$ cat src/rtl/text_console_writer.sv
// text_console_writer
// Turns a host byte stream into character/attribute writes for the dual-port
// text RAM read by the HDMI console renderer. Owns the cursor, interprets
// CR/LF/BS/FF, and scrolls by bumping the row offset the renderer applies,
// then blanking the newly exposed bottom row.
//
// Ports:
//   CLOCK_CORE    - single clock
//   RESET_N       - asynchronous active-low reset
//   CHAR_VALID    - host byte present on CHAR_DATA
//   CHAR_DATA     - character or control code
//   CHAR_READY    - byte accepted on an edge with CHAR_VALID & CHAR_READY
//   ATTR_WE       - load ATTR_DATA into the attribute register
//   ATTR_DATA     - new attribute
//   WR_EN         - one-cycle RAM write strobe
//   WR_ADDRESS    - {physical_row[5:0], col[6:0]}
//   WR_CHAR_DATA  - character written
//   WR_ATTR_DATA  - attribute written
//   ROW_OFFSET    - hardware scroll offset for the renderer, [7:6] always 0
//   CURSOR_COL    - logical cursor column
//   CURSOR_ROW    - logical cursor row (0 = top visible row)
module text_console_writer #(
  parameter int          COLS         = 80,
  parameter int          ROWS         = 30,
  parameter logic [7:0]  DEFAULT_ATTR = 8'h0F
) (
  input  logic        CLOCK_CORE,
  input  logic        RESET_N,
  input  logic        CHAR_VALID,
  input  logic [7:0]  CHAR_DATA,
  output logic        CHAR_READY,
  input  logic        ATTR_WE,
  input  logic [7:0]  ATTR_DATA,
  output logic        WR_EN,
  output logic [12:0] WR_ADDRESS,
  output logic [7:0]  WR_CHAR_DATA,
  output logic [7:0]  WR_ATTR_DATA,
  output logic [7:0]  ROW_OFFSET,
  output logic [6:0]  CURSOR_COL,
  output logic [5:0]  CURSOR_ROW
);

  localparam logic [6:0] LAST_COL = 7'(COLS - 1);
  localparam logic [5:0] LAST_ROW = 6'(ROWS - 1);

  localparam logic [7:0] CH_CR    = 8'h0D;
  localparam logic [7:0] CH_LF    = 8'h0A;
  localparam logic [7:0] CH_BS    = 8'h08;
  localparam logic [7:0] CH_FF    = 8'h0C;
  localparam logic [7:0] CH_SPACE = 8'h20;

  typedef enum logic [1:0] {
    IDLE       = 2'd0,
    SCROLL_CLR = 2'd1,
    CLS_CLR    = 2'd2
  } state_t;

  state_t      state_q, state_d;
  logic [6:0]  col_q, col_d;
  logic [5:0]  row_q, row_d;
  logic [5:0]  offset_q, offset_d;
  logic [7:0]  attr_q, attr_d;
  logic [7:0]  clr_attr_q, clr_attr_d;
  logic [6:0]  clr_col_q, clr_col_d;
  logic [5:0]  clr_row_q, clr_row_d;
  logic        wr_en_q, wr_en_d;
  logic [12:0] wr_addr_q, wr_addr_d;
  logic [7:0]  wr_char_q, wr_char_d;
  logic [7:0]  wr_attr_q, wr_attr_d;

  logic        accept;
  logic        do_newline;
  logic [5:0]  cur_phys_row;
  logic [5:0]  clr_phys_row;

  // 6-bit sums wrap naturally, giving the mod-64 logical-to-physical mapping.
  assign cur_phys_row = row_q + offset_q;
  assign clr_phys_row = clr_row_q + offset_q;

  assign accept = CHAR_VALID && CHAR_READY;

  // State and datapath registers.
  always_ff @(posedge CLOCK_CORE or negedge RESET_N) begin
    if (!RESET_N) begin
      state_q    <= IDLE;
      col_q      <= '0;
      row_q      <= '0;
      offset_q   <= '0;
      attr_q     <= DEFAULT_ATTR;
      clr_attr_q <= DEFAULT_ATTR;
      clr_col_q  <= '0;
      clr_row_q  <= '0;
      wr_en_q    <= 1'b0;
      wr_addr_q  <= '0;
      wr_char_q  <= '0;
      wr_attr_q  <= '0;
    end else begin
      state_q    <= state_d;
      col_q      <= col_d;
      row_q      <= row_d;
      offset_q   <= offset_d;
      attr_q     <= attr_d;
      clr_attr_q <= clr_attr_d;
      clr_col_q  <= clr_col_d;
      clr_row_q  <= clr_row_d;
      wr_en_q    <= wr_en_d;
      wr_addr_q  <= wr_addr_d;
      wr_char_q  <= wr_char_d;
      wr_attr_q  <= wr_attr_d;
    end
  end

  // Next-state and datapath logic.
  always_comb begin
    state_d    = state_q;
    col_d      = col_q;
    row_d      = row_q;
    offset_d   = offset_q;
    clr_attr_d = clr_attr_q;
    clr_col_d  = clr_col_q;
    clr_row_d  = clr_row_q;
    wr_en_d    = 1'b0;
    wr_addr_d  = wr_addr_q;
    wr_char_d  = wr_char_q;
    wr_attr_d  = wr_attr_q;
    do_newline = 1'b0;
    // The attribute register is updated in every state; chars and clears
    // below sample attr_q, so a coincident update only affects later bytes.
    attr_d     = ATTR_WE ? ATTR_DATA : attr_q;

    case (state_q)
      IDLE: begin
        if (accept) begin
          case (CHAR_DATA)
            CH_CR: col_d = '0;
            CH_LF: do_newline = 1'b1;
            CH_BS: begin
              if (col_q != 7'd0) col_d = col_q - 7'd1;
            end
            CH_FF: begin
              clr_attr_d = attr_q;
              clr_col_d  = '0;
              clr_row_d  = '0;
              state_d    = CLS_CLR;
            end
            default: begin
              wr_en_d   = 1'b1;
              wr_addr_d = {cur_phys_row, col_q};
              wr_char_d = CHAR_DATA;
              wr_attr_d = attr_q;
              if (col_q < LAST_COL) begin
                col_d = col_q + 7'd1;
              end else begin
                col_d      = '0;
                do_newline = 1'b1;
              end
            end
          endcase

          // At the bottom row a newline scrolls: the offset moves now so the
          // clear below already addresses the freshly exposed physical row.
          if (do_newline) begin
            if (row_q < LAST_ROW) begin
              row_d = row_q + 6'd1;
            end else begin
              offset_d   = offset_q + 6'd1;
              clr_attr_d = attr_q;
              clr_col_d  = '0;
              clr_row_d  = LAST_ROW;
              state_d    = SCROLL_CLR;
            end
          end
        end
      end

      SCROLL_CLR, CLS_CLR: begin
        wr_en_d   = 1'b1;
        wr_addr_d = {clr_phys_row, clr_col_q};
        wr_char_d = CH_SPACE;
        wr_attr_d = clr_attr_q;
        if (clr_col_q == LAST_COL) begin
          clr_col_d = '0;
          if (state_q == SCROLL_CLR) begin
            state_d = IDLE;
          end else if (clr_row_q == LAST_ROW) begin
            state_d = IDLE;
            col_d   = '0;
            row_d   = '0;
          end else begin
            clr_row_d = clr_row_q + 6'd1;
          end
        end else begin
          clr_col_d = clr_col_q + 7'd1;
        end
      end

      default: state_d = IDLE;
    endcase
  end

  // Output decode: only IDLE takes host bytes.
  always_comb begin
    CHAR_READY = (state_q == IDLE);
  end

  assign WR_EN        = wr_en_q;
  assign WR_ADDRESS   = wr_addr_q;
  assign WR_CHAR_DATA = wr_char_q;
  assign WR_ATTR_DATA = wr_attr_q;
  assign ROW_OFFSET   = {2'b00, offset_q};
  assign CURSOR_COL   = col_q;
  assign CURSOR_ROW   = row_q;

endmodule

$ cat config.mk
export PLATFORM = sky130hd
export DESIGN_NAME = text_console_writer
export DESIGN_NICKNAME = d
export VERILOG_FILES = /design/src/rtl/text_console_writer.sv
export SDC_FILE = /design/constraint.sdc
export NUM_CORES = 1
export LEC_CHECK = 0
export ABC_AREA = 0
export CORE_ASPECT_RATIO = 1.4
export CORE_UTILIZATION = 59
export DETAILED_ROUTE_END_ITERATION = 8
export PLACE_DENSITY = 0.86
export RECOVER_POWER = 25
export SETUP_SLACK_MARGIN = 0.4
export SLEW_MARGIN = 20
export SYNTH_ARGS = -nofsm -noshare
export SYNTH_HDL_FRONTEND = slang
export SYNTH_SLANG_ARGS = --single-unit
export TNS_END_PERCENT = 1
$ cat constraint.sdc
create_clock -name CLOCK_CORE -period 7.4 [get_ports CLOCK_CORE]
set_clock_uncertainty 0.15 [all_clocks]
set_input_delay 1.48 -clock CLOCK_CORE [delete_from_list [all_inputs] [get_ports CLOCK_CORE]]
set_output_delay 1.48 -clock CLOCK_CORE [all_outputs]
set_load 0.005 [all_outputs]
* After elaboration in Yosys (flattened, before gate mapping) *
Index checks and enable logic that the tools add are counted.

storage, ports and cells
  register bits after elaboration = 80
  input port bits = 20
  output and inout bits = 52
  word-level logic and storage cells = 114

operators by class
  add/sub/neg operators = 8
  magnitude comparators = 2
  eq/ne operators = 19
  multiplexer cells = 56
  bitwise operators = 1
  reductions and logical operators = 16

operator list
  operator                                                    count
  2-to-1 mux 6 bit                                            13
  2-to-1 mux 7 bit                                            11
  2-to-1 mux 8 bit                                            7
  == test 8 x 4 -> 1 bit, second input constant               4
  one-hot mux 8 bit (2 select lines)                          2
  one-hot mux 7 bit (2 select lines)                          2
  2-to-1 mux 13 bit                                           2
  one-hot mux 13 bit (2 select lines)                         1
  one-hot mux 6 bit (2 select lines)                          2
  one-hot mux 7 bit (3 select lines)                          1
  adder 6 x 1 -> 6 bit, second input constant                 3
  adder 7 x 1 -> 7 bit, second input constant                 2
  2-to-1 mux 2 bit                                            7
  AND reduction 7 bit                                         2
  adder 6 bit                                                 2
  inequality test 2 bit, second input constant                6
  == test 7 bit, second input constant                        1
  less-than comparator 7 bit, second input constant           1
  nonzero test 7 bit                                          1
  subtractor 7 x 1 -> 7 bit, second input constant            1
  == test 6 x 5 -> 1 bit, second input constant               1
  less-than comparator 6 x 5 -> 1 bit, second input constant  1
  inequality test 2 x 1 -> 1 bit, second input constant       3
  inequality test 3 bit, second input constant                2
  other kinds (16)                                            24

* Longest topological paths before layout *
Gate-level depths: netlist of the first run.

  depth in word-level cells = 8
  depth in mapped cells = 15
  mapped depth without buffers = 12

* Worst setup path after synthesis of the first run *
No wires, ideal clock.

  path kind = in2reg
  start = input CHAR_DATA[4]
  end = register clr_attr_q[4]
  library setup time = 0.125 ns
  arrival = 3.313 ns
  required time = 7.125 ns
  setup slack = 3.812 ns
  stages on the path = 5
  path buffers = 0
  path through = or4b_4 nor4_1 o21ai_0 a21oi_2 mux2_2

between the ends
  longest elaborated chain between the ends = 6
  elaborated cells between the ends (all ways) = 11
  those cells by class = eq/ne: 4; mux: 6; reduce/logical: 1

ends and longest elaborated chain
  element                             line  text
  start, declared                     30    input logic [7:0] CHAR_DATA,
  == test 8 x 4 -> 1 bit              134   case (CHAR_DATA)
  OR reduction 3 bit (no line)        n/a
  one-hot mux 1 bit (2 select lines)  134
  2-to-1 mux 1 bit                    133   if (accept) begin
  2-to-1 mux 1 bit                    131   case (state_q)
  2-to-1 mux 8 bit (*)                162   if (do_newline) begin
  end signal, assigned                103   clr_attr_q <= clr_attr_d;
  end, declared                       63    logic [7:0] clr_attr_q, clr_attr_d;

Mark *: on every way between the ends. The rest lies on a longest branch, timed or not. The select of a mux whose other input is x is not followed.
A chain may end at the register's enable or synchronous reset.

* Worst setup path after layout of the first run *
  start = input CHAR_DATA[4]
  end = register clr_attr_q[6]

The elaborated chain is that of the path after synthesis.

==> impl_metrics.toml, run 1 <==
[run_status]
outcome = "finished, final reports clean"

[sta]
worst_slack_ps = 3350
timing.hold.ws_ps = 360
setup_viol = 0
min_period_over_period = 0.547
fmax_ghz = 0.247
setup_tns_ps = 0
rsz0062_at_grt = "false"
timing.final.crit_period_ps = 4050
drv_slew = 0
hold_viol = 0
worst_pin_slew_ps = 1020
slew-limit-headroom = 0.314

[setup_path]
cp_data_required_time_ps = 7510
worstPathArrival_ps = 4160
r2r_slack_ps = 4370
r2r.worst_path.cells = 5
r2r-start = "CURSOR_COL[2]"
criticalPathCategory = "primary input to register"
rr_endpoint = "clr_attr_q[6]"
cp-end-kind = "register"
cp_max_fo = 8
start_kind = "primary input"

[synth]
syn_avg_cell_area_sq_um = 10.3
synth_edf_count = 0
synth_top_area_share = 0.386
yosys_register_bits = 80
synth.distinct_cells = 72
yosys_warnings = 0
yosysSeqAreaShare = 0.432
yosys.cell_count.top_type = "dfrtp_1"
synth_ff_type = "dfrtp_1"
async_reset_ff_frac = 1.00
synthesis.area_sq_um = 4660
synth_top_cell_by_area = "dfrtp_1"
synth.area.top_cells = "dfrtp_1, mux2_2, ha_1"
synthCells = 452
synth_commonest_cells = "dfrtp_1, mux2_2, o21ai_0"

[route]
drc = 0
drtAntennaViolNets = 0
routed_via_density = 6.34
dr_total_vias = 3911
wl_per_cell_um = 18.2
firstDrtPassIters = 5
finalWirelength_um = 11200
drt_iter0_markers = 258

[place]
place_area_sq_um = 5400
dp_hpwl_um = 7820
placed_cells = 601
pre_cts_slack_ps = 3000
port_buffers = 69
gp_congestion = 0.891

[clock_tree]
clk_latency_ps = 380
cts_hold_buffers = 0
cts_tree = "built"
cts_resized = 0
clockRootBuffer = "clkbuf_8"
htree_levels = 3
clock_path_buffers = 2
cts_buffers = 9
cts_sinks = 80
clk_pin_slew_worst_paths_ps = 90
post_cts.repair.setup_buffers = 0

[grt]
grt_pass1_wl_um = 18600
grt_max_degree = 81
grt_usage = 0.288
gr-total-overflow = 0
antenna_found_initial = 0
grt_pass1_vias = 3836

[pwr]
power_frac_comb = 0.476
powerDensity_nw_per_um2 = 353
p_seq_frac = 0.364
intPower_mw = 1.20
sw_frac_of_total = 0.392
power_leakage_nw = 2.35
vdd.ir_drop.worst_uv = 227
power.switching_uw = 775
pwr-share-clk = 0.160

[layout]
syn_to_final_growth_pct = 20.2
final_cell_count_no_fill = 617
drive_gt1_frac = 0.190
design_area_sq_um = 5600
n_antenna_cell = 0
nets = 550
fillers = 583

[min_path]
min_path_cells = 1
worstHoldPathType = "register to register"
worstHoldStart = "WR_CHAR_DATA[5]"
min_to = "WR_CHAR_DATA[5]"

[floorplanning]
core_sq_um = 7700
start_util = 0.605
die_w_um = 77.1
rows = 38
die-area_sq_um = 8270
pin_count = 72
die_y_um = 107

[run]
max_cap_violations = 0
[kinds of logic (layout without fill, tap and decap cells)]
logic type,count (synthesis),after routing,share of synthesized area
mux,57,57,0.137
simple gates,120,120,0.142
other cells,1,2,0.000804
buf+inv,47,111,0.0397
fa+ha+maj,18,18,0.0499
flops,80,80,0.432
compound gates,116,116,0.175
xor+xnor,13,13,0.0244
[power groups by stage]
| stage | combinational, mW | clock (mW) | sequential, mW |
|---|---|---|---|
| final | 0.942 | 0.317 | 0.719 |
| after global routing | 1.03 | 0.335 | 0.742 |
| after CTS | 0.937 | 0.318 | 0.718 |
| after detailed placement | 0.930 | 0 | 0.725 |
| after global placement | 0.905 | 0 | 0.717 |
| after floorplan | 0.580 | 0 | 0.694 |
[through the flow]
step	power (mW)	util
global placement	1.62	0.701
floorplan	1.27	-
CTS	1.97	0.725
detailed placement	1.65	0.701
global route	2.11	0.727
finish	1.98	0.727
[worst max-delay path: stages]
cell	delay, ps
clkdlybuf4s50_1	440
or4b_4	590
nor4_1	490
o21ai_0	210
a21oi_2	540
mux2_2	410
[worst max path at each step]
stage	startpoint	endpoint	cells after the start
global placement	CHAR_DATA[4]	clr_attr_q[5]	6
floorplan	CHAR_DATA[4]	clr_attr_q[4]	5
finish	CHAR_DATA[4]	clr_attr_q[6]	6
detailed placement	CHAR_DATA[4]	clr_attr_q[5]	6
global route	CHAR_DATA[4]	clr_row_q[1]	6
CTS	CHAR_DATA[4]	clr_attr_q[6]	6
[metal layers]
metal	wire length, um	up-vias	GRT usage
li1	-	1796	-
met1	4640	1931	0.351
met2	5660	151	0.480
met3	574	33	0.0621
met4	358	0	0.146
met5	0	-	0
[registers in the layout, indices dropped and copies added, names as in the netlist]
name	count
WR_ATTR_DATA	8
CURSOR_ROW	6
WR_EN	1
CURSOR_COL	7
offset_q	6
clr_row_q	6
clr_attr_q	8
clr_col_q	7
state_q	2
attr_q	8
WR_CHAR_DATA	8
WR_ADDRESS	13
[cell type report]
cell class              instances  area (sq um)  share of cell area
clock buffers                  10           138              0.0246
clock inverters                 6          48.8             0.00871
inverters                      25          93.8              0.0167
multi-input cells             326          2490               0.444
flip-flops and latches         80          2010               0.359
well taps                     100           125              0.0223
repair buffers                 70           699               0.125
[cells in the final DEF (no fill, tap or decap), types with 10 or more instances in the layout]
cell type        count
o211ai_1            11
clkbuf_8            10
o21ai_0             28
inv_1               25
a21oi_1             16
clkdlybuf4s50_1     68
nand3_1             20
mux2_2              53
dfrtp_1             72
nand2_1             18
ha_1                17
nor3_1              12
nor2_1              20
Note: power is estimated with default switching activity, not from simulation.
==> run 2, diff against run 1 <==
--- a/config.mk
+++ b/config.mk
@@ -7,9 +7,9 @@
 export LEC_CHECK = 0
 export ABC_AREA = 0
 export CORE_ASPECT_RATIO = 1.4
-export CORE_UTILIZATION = 59
+export CORE_UTILIZATION = 49
 export DETAILED_ROUTE_END_ITERATION = 8
-export PLACE_DENSITY = 0.86
+export PLACE_DENSITY = 0.77
 export RECOVER_POWER = 25
 export SETUP_SLACK_MARGIN = 0.4
 export SLEW_MARGIN = 20
==> constraint.sdc (replaced) <==
create_clock -name CLOCK_CORE -period 3.3 [get_ports CLOCK_CORE]
set_clock_uncertainty 0.15 [all_clocks]
set_input_delay 0.66 -clock CLOCK_CORE [delete_from_list [all_inputs] [get_ports CLOCK_CORE]]
set_output_delay 0.66 -clock CLOCK_CORE [all_outputs]
set_load 0.005 [all_outputs]
==> run 2 against run 1 <==
Compared with the run above:
- the flow now finishes with violations (design-rule violations)
- sequential cell count unchanged
- core utilization decreased by 8.2 points
- clock power increased to 3.5 times the previous value
- critical endpoint is now clr_col_q[5]
- largest cell class unchanged
- largest power group unchanged
==> impl_metrics.toml, run 2 (synthesis results as in run 1) <==
[run_status]
outcome = "finished with violations"
violations = "design-rule violations"

[sta]
fmax_ghz = 0.350
drv_slew = 0
hold_viol = 0
worst_slack_ps = 447
rsz0062_at_grt = "true"
min_period_over_period = 0.865
timing.final.crit_period_ps = 2850
setup_viol = 0
slew-limit-headroom = 0.129
setup_tns_ps = 0
worst_pin_slew_ps = 1310

[layout]
fin_util = 0.646
drive_gt1_frac = 0.212
final_cell_count_no_fill = 639
final_common_cell = "dfrtp_1"
fillers = 743
syn_to_final_growth_pct = 26.5
final_cell_mix = "dfrtp_1, clkdlybuf4s50_1, mux2_2"
n_antenna_cell = 0
largest_reg_flops = 13
nets = 565

[setup_path]
r2r_slack_ps = 470
rr_endpoint = "WR_ADDRESS[11]"
slowest_delay_ps = 590
worstPathArrival_ps = 2900
start_kind = "primary input"
cpMaxStageDelayCell = "or4b_4"
r2r.worst_path.cells = 12
cp_max_fo = 7
cp_data_required_time_ps = 3350
path_cells = "clkdlybuf4s50_1 -> or4b_4 -> nor4_1 -> buf_4 -> nor2_1 -> o21ai_1 -> a41oi_1"
criticalPathCategory = "primary input to register"
r2r-start = "state_q[1]"
cp-end-kind = "register"

[clock_tree]
post_cts.repair.setup_buffers = 0
clockRootBuffer = "clkbuf_16"
htree_levels = 3
clock_path_buffers = 2
clk_pin_slew_worst_paths_ps = 60
cts_buffers = 9
clk_latency_ps = 350
cts_sinks = 80
cts_tree = "built"
cts_hold_buffers = 0

[floorplanning]
pin_count = 72
die_y_um = 117
rows = 41
die_w_um = 84.4
die-area_sq_um = 9910
start_util = 0.511
core_sq_um = 9130

[route]
firstDrtPassIters = 7
dr_total_vias = 3903
drt_iter0_markers = 225
drtAntennaViolNets = 0
drc = 4
routed_via_density = 6.11
wl_per_cell_um = 18.0
finalWirelength_um = 11500

[place]
dp_hpwl_um = 8000
gp_congestion = 0.904
pre_cts_slack_ps = 113
port_buffers = 69
placed_cells = 622

[pwr]
vdd.ir_drop.worst_uv = 418
powerDensity_nw_per_um2 = 834
power_leakage_nw = 2.51

[min_path]
min_path_cells = 1
worstHoldPathType = "register to register"
worstHoldStart = "WR_ADDRESS[4]"
min_to = "WR_ADDRESS[4]"

[grt]
grt_usage = 0.246
grt_pass1_vias = 4034
grt_pass1_wl_um = 19300
gr-total-overflow = 0
grt_max_degree = 81
antenna_found_initial = 0

[run]
max_cap_violations = 0
## run 2: critical path, delay by kind of cell
family / cells / cell delay (ps)
AND/OR/NAND/NOR: 3 / 1060
buffers and inverters: 2 / 630
AO/OA/AOI/OAI: 2 / 530
## run 2: power by group
part           leakage (nW)  internal, mW  switching, mW  total [mW]
logic                  1.38          1.15           1.02        2.17
registers             0.973          1.30          0.331        1.63
clock network         0.154         0.672          0.441        1.11
total                  2.51          3.13           1.79        4.92
## run 2: cell type report
type                    instances  area, sq um  share of cell area
inverters                      25         93.8              0.0159
multi-input cells             326         2490               0.422
repair buffers                 85          837               0.142
well taps                     107          134              0.0227
clock buffers                   9          225              0.0382
clock inverters                 7          104              0.0176
flip-flops and latches         80         2010               0.341
## run 2: worst max-delay path by stage
stage | slack (ps) | to | start
after floorplan | 430 | WR_ADDRESS[11] | state_q[1]
after global placement | 130 | clr_attr_q[4] | CHAR_DATA[4]
after detailed placement | 110 | clr_col_q[3] | CHAR_DATA[4]
after CTS | 480 | clr_col_q[5] | CHAR_DATA[4]
after global routing | 300 | clr_col_q[3] | CHAR_DATA[4]
final | 450 | clr_col_q[5] | CHAR_DATA[4]
## run 2: metal layers
layer | GRT usage | part of all wire
met3 | 0.0345 | 0.044
met2 | 0.430 | 0.53
met1 | 0.285 | 0.40
met4 | 0.139 | 0.034
met5 | 0 | 0
## run 2: metrics by stage
stage	cell area, sq um	hold slack (ps)	power (mW)
after global routing	5900	379	5.23
after detailed placement	5540	347	3.78
final	5900	357	4.92
after floorplan	4690	214	2.88
after global placement	5540	337	3.71
after CTS	5870	363	4.91
## run 2: timing repair
action | in CTS | in global routing
endpoints found under the setup margin | 0 | 24
endpoints found under the hold margin | 0 | 0
resized for setup | 0 | 1
